<file path="src/rtl/fpu_sgnj_pipe.sv">
// Two-stage elastic pipeline wrapped around the combinational FSGNJ/FSGNJN/FSGNJX unit.
// Stage 1 holds the decoded request and drives the unit; stage 2 holds the result for writeback.
module fpu_sgnj_pipe #(
    parameter int Std   = 31,
    parameter int Exp   = 7,
    parameter int Man   = 22,
    parameter int TAG_W = 5
) (
    input  logic             clk,
    input  logic             rst_l,
    input  logic             flush,
    input  logic             in_valid,
    output logic             in_ready,
    input  logic [2:0]       in_funct3,
    input  logic [Std:0]     in_a,
    input  logic [Std:0]     in_b,
    input  logic [TAG_W-1:0] in_tag,
    output logic [2:0]       sgnj_op,
    output logic [Std:0]     sgnj_a,
    output logic [Std:0]     sgnj_b,
    input  logic [Std:0]     sgnj_res,
    output logic             out_valid,
    input  logic             out_ready,
    output logic [Std:0]     out_data,
    output logic [TAG_W-1:0] out_tag,
    output logic             out_illegal,
    output logic             busy
);

    typedef struct packed {
        logic [2:0]       op;
        logic             illegal;
        logic [Std:0]     a;
        logic [Std:0]     b;
        logic [TAG_W-1:0] tag;
    } s1_req_t;

    typedef struct packed {
        logic [Std:0]     data;
        logic [TAG_W-1:0] tag;
        logic             illegal;
    } s2_rsp_t;

    s1_req_t s1;
    s2_rsp_t s2;
    logic    s1_valid, s2_valid;
    logic    s2_free, s1_adv, accept;
    logic [2:0] dec_op;
    logic    dec_ill;

    // Exponent/mantissa split is the sign-injection unit's business, not ours.
    logic unused_params;
    assign unused_params = ((Exp + Man + 1) == Std);

    assign s2_free  = ~s2_valid | out_ready;
    assign s1_adv   = s1_valid & s2_free;
    assign in_ready = ~flush & (~s1_valid | s1_adv);
    assign accept   = in_valid & in_ready;

    always_comb begin
        dec_op  = 3'b000;
        dec_ill = 1'b0;
        case (in_funct3)
            3'b000:  dec_op  = 3'b001;
            3'b001:  dec_op  = 3'b010;
            3'b010:  dec_op  = 3'b100;
            default: dec_ill = 1'b1;
        endcase
    end

    always_ff @(posedge clk) begin
        if (!rst_l) begin
            s1_valid <= 1'b0;
            s2_valid <= 1'b0;
            s1       <= '0;
            s2       <= '0;
        end else if (flush) begin
            // Data registers are left as-is; only the valid bits matter after a kill.
            s1_valid <= 1'b0;
            s2_valid <= 1'b0;
        end else begin
            s1_valid <= accept | (s1_valid & ~s1_adv);
            s2_valid <= s1_adv | (s2_valid & ~out_ready);
            if (accept) begin
                s1.op      <= dec_op;
                s1.illegal <= dec_ill;
                s1.a       <= in_a;
                s1.b       <= in_b;
                s1.tag     <= in_tag;
            end
            if (s1_adv) begin
                s2.data    <= s1.illegal ? '0 : sgnj_res;
                s2.tag     <= s1.tag;
                s2.illegal <= s1.illegal;
            end
        end
    end

    assign sgnj_op     = s1.op;
    assign sgnj_a      = s1.a;
    assign sgnj_b      = s1.b;
    assign out_valid   = s2_valid;
    assign out_data    = s2.data;
    assign out_tag     = s2.tag;
    assign out_illegal = s2.illegal;
    assign busy        = s1_valid | s2_valid;

endmodule

</file>
<file path="config.mk">
export PLATFORM = sky130hd
export DESIGN_NAME = fpu_sgnj_pipe
export DESIGN_NICKNAME = d
export VERILOG_FILES = /design/src/rtl/fpu_sgnj_pipe.sv
export SDC_FILE = /design/constraint.sdc
export NUM_CORES = 1
export LEC_CHECK = 0
export CAP_MARGIN = 20
export CELL_PAD_IN_SITES_DETAIL_PLACEMENT = 0
export CELL_PAD_IN_SITES_GLOBAL_PLACEMENT = 1
export CORE_MARGIN = 5
export CORE_UTILIZATION = 28
export CTS_CLUSTER_SIZE = 25
export DETAILED_ROUTE_END_ITERATION = 10
export GPL_TIMING_DRIVEN = 1
export PLACE_DENSITY_LB_ADDON = 0.1
export SLEW_MARGIN = 25
export SYNTH_ARGS = -nofsm -noshare
export SYNTH_HDL_FRONTEND = slang
export SYNTH_SLANG_ARGS = --single-unit
</file>
<file path="constraint.sdc">
create_clock -name clk -period 1.3 [get_ports clk]
set_input_delay 0.195 -clock clk [delete_from_list [all_inputs] [get_ports clk]]
set_output_delay 0.195 -clock clk [all_outputs]
set_load 0.01 [all_outputs]
</file>
==> results.yml <==
timing:
  period_share: 1.12
  rsz0062_at_grt: "yes"
  finClkSkew_ns: 0.00697
  drv_slew: 0
  tightestPinTransition_ns: 0.419
  worst_slew_margin_rel: 0.721
  fmax_ghz: 0.689
  worst_slack_ns: -0.151
  fin_crit_ns: 1.45
  setup_violations: 71
  finalHoldViolCount: 0
critical_path:
  critical_path_class: "reg -> reg"
  arrival_ns: 1.78
  r2r_slack_ns: -0.15
  crit_path_max_incr_delay_ns: 0.32
  path_common_cell: "buf_6"
  cp.depth: 7
  endpoint_kind: "flop"
  critPathBufInv: 4
  r2r_start: "s1_valid"
  rr_endpoint: "sgnj_b[1]"
  crit_slowest_cell: "dfxtp_2"
  critical_path.startpoint_type: "flop"
  ff2ff_path_depth: 7
  critPathMaxFanout: 5
  cp.required_ns: 1.63
  crit_family: "buffers and inverters"
  crit_chain: "and3b_2, buf_6, nor2_8, buf_6, buf_6, buf_16, mux2i_1"
power_and_ir_drop:
  max-vdd-ir-drop_v: 0.000849
  power_density_nw_per_um2: 1130
  p_int_uw: 7160
  p_leak_uw: 0.00357
  clockPowerShare: 0.465
  seqPwrFrac: 0.396
  swShare: 0.229
  power_uw: 9280
  p_sw_uw: 2120
  share_comb_of_total_power: 0.140
synthesis:
  ys_warn_count: 0
  synthCells: 578
  synth_cell_types: 27
  synth_fp_nets: 687
  synth_seq_area_share: 0.429
  synth_seq_cells: 113
  syn_area_per_cell_um2: 9.12
  syn_area_um2: 5270
floorplan:
  std_cell_rows: 50
  die_y_um: 147
  coreArea_um2: 18600
  initial_core_util: 0.283
  io_pins: 217
  die_x_um: 147
  die_area_um2: 21700
placement:
  dp.cells: 933
  finalWeightedCongestion: 0.732
  pre_cts_ws_ns: -0.490
  port_buffers: 216
  dp_hpwl_mm: 10.4
cells_and_area:
  antenna_cells: 0
  final_cells: 990
  drive_gt1_frac: 0.128
  nNetsFinal: 855
  area_delta_synth_final_pct: 55.3
clock_tree:
  clockRootBuffer: "clkbuf_16"
  cts_max_level: 4
  clock_latency_ns: 0.40
  path_clk_slew_ns: 0.06
  cts_buffers: 17
  cts_hold_buffers: 0
  cts.sinks: 113
  tritoncts: "yes"
  cts_buffer_depth: 2
worst_hold_path:
  min_from: "rst_l"
  min_path_type: "in -> reg"
  hold_depth: 4
  hold_path_end: "sgnj_op[2]"
detailed_routing:
  firstDrtPassIters: 4
  avgViaCountPerCell: 4.48
  drt_iter0_drc: 185
  route.vias.total: 4437
  antenna_left: 0
  drt-total-wl_mm: 16.7
  drc: 0
  wire_per_inst_um: 16.9
run_status:
  status: "finished with violations"
  failed_checks: "negative setup slack"
global_route:
  grtUsageTotal: 0.150
  grt_antenna_before_repair: 0
  grt.overflow.total: 0
  grt_pass1_vias: 4681
  grt_pass1_wl_mm: 25.8
  grt_max_degree: 104
flow_run:
  maxCapViolCount: 0
[worst max path at each step]
stage                 endpoint  startpoint
finish               sgnj_b[1]    s1_valid
global route        sgnj_a[22]    s1_valid
CTS                  sgnj_a[7]   out_valid
detailed placement  sgnj_b[30]   out_ready
global placement      in_ready   out_ready
floorplan                s1[0]   out_valid
[power groups by stage]
stage                     Combinational (uW)  Sequential, uW  Clock [uW]
final                                   1300            3670        4310
after global routing                    1400            3690        4600
after CTS                               1320            3670        4440
after detailed placement                1180            3740           0
after global placement                  1170            3740           0
after floorplan                          629            3740           0
[metrics by stage]
stage | hold slack (ns) | cell area [um^2] | TNS, ns | util
final | 0.254 | 8180 | -6.48 | 0.439
after global routing | 0.277 | 8180 | -11.64 | 0.439
after CTS | 0.229 | 8090 | -8.53 | 0.434
after detailed placement | 0.450 | 7140 | -43.95 | 0.383
after global placement | 0.440 | 7140 | -41.66 | 0.383
after floorplan | 0.316 | 5270 | 0 | -
[worst register-to-register path: cells and delay by family, from the launching register on]
family,cells,cell delay [ns]
buf+inv,4,0.54
simple gates,2,0.35
flops,1,0.32
mux,1,0.18
[kinds of logic after synthesis]
family / Yosys count / share of synthesized area
compound gates: 83 / 0.0992
buf+inv: 114 / 0.156
flops: 113 / 0.429
mux: 69 / 0.131
simple gates: 199 / 0.185
[synthesized netlist by cell type]
cell,count,share of area
buf_4,69,0.098
a21boi_1,24,0.034
and2b_1,1,0.0014
nand3b_1,1,0.0014
a21boi_0,15,0.021
buf_6,1,0.0021
o211a_1,1,0.0019
nand2b_1,4,0.0047
a41o_1,1,0.0019
nor2_1,6,0.0043
clkbuf_2,1,0.00095
and3b_1,1,0.0017
buf_12,7,0.027
nand4b_1,33,0.055
dfxtp_1,113,0.43
o21ai_1,7,0.0066
o21ai_0,33,0.031
nor4bb_1,1,0.0019
clkbuf_1,28,0.020
nor2b_1,2,0.0024
buf_2,8,0.0076
mux2i_1,69,0.13
nand2_1,140,0.10
nor2_8,1,0.0038
nand3_1,8,0.0076
a21oi_1,2,0.0019
or2_2,1,0.0012
[sequential cells by signal, summed over array words and instances, names as in the netlist]
name	flops
sgnj_a	32
sgnj_b	32
out_data	32
sgnj_op	3
s1	6
out_tag	5
out_illegal	1
s1_valid	1
out_valid	1
[area by class of cell]
| class | count | area, um^2 |
|---|---|---|
| fill | 1831 | 10500 |
| timing repair buffer | 263 | 2840 |
| sequential | 113 | 2260 |
| multi-input combinational | 351 | 2240 |
| clock buffer | 23 | 488 |
| tap | 234 | 293 |
| clock inverter | 6 | 57.6 |
[layer usage]
metal	GRT usage	vias to the layer above	share of wire
met3	0.0531	18	0.073
met5	0	-	0
met4	0.0559	0	0.016
met1	0.185	2059	0.45
li1	-	2221	-
met2	0.241	139	0.46
[what timing repair did]
| action | in CTS | in global routing |
|---|---|---|
| resized for setup | 145 | 60 |
| pin swaps | 4 | 3 |
| endpoints found under the setup margin | 178 | 113 |
| setup buffers | 16 | 2 |
| cloned | 12 | 4 |
[layout by cell type, fill, tap and decap left out, types with 3 or more instances in the layout]
master and count:
a21boi_0 9, a21boi_1 30, buf_12 13, buf_16 9
buf_4 9, buf_6 13, buf_8 3, clkbuf_16 20
clkbuf_8 4, clkdlybuf4s50_1 106, clkinv_2 4, dfxtp_1 111
dlygate4sd2_1 105, mux2i_1 68, nand2_1 140, nand2b_1 3
nand3_1 8, nand4b_1 33, nor2_1 6, o21ai_0 10
o21ai_1 20, o21ai_2 10
(Power assumes the default switching activity.)
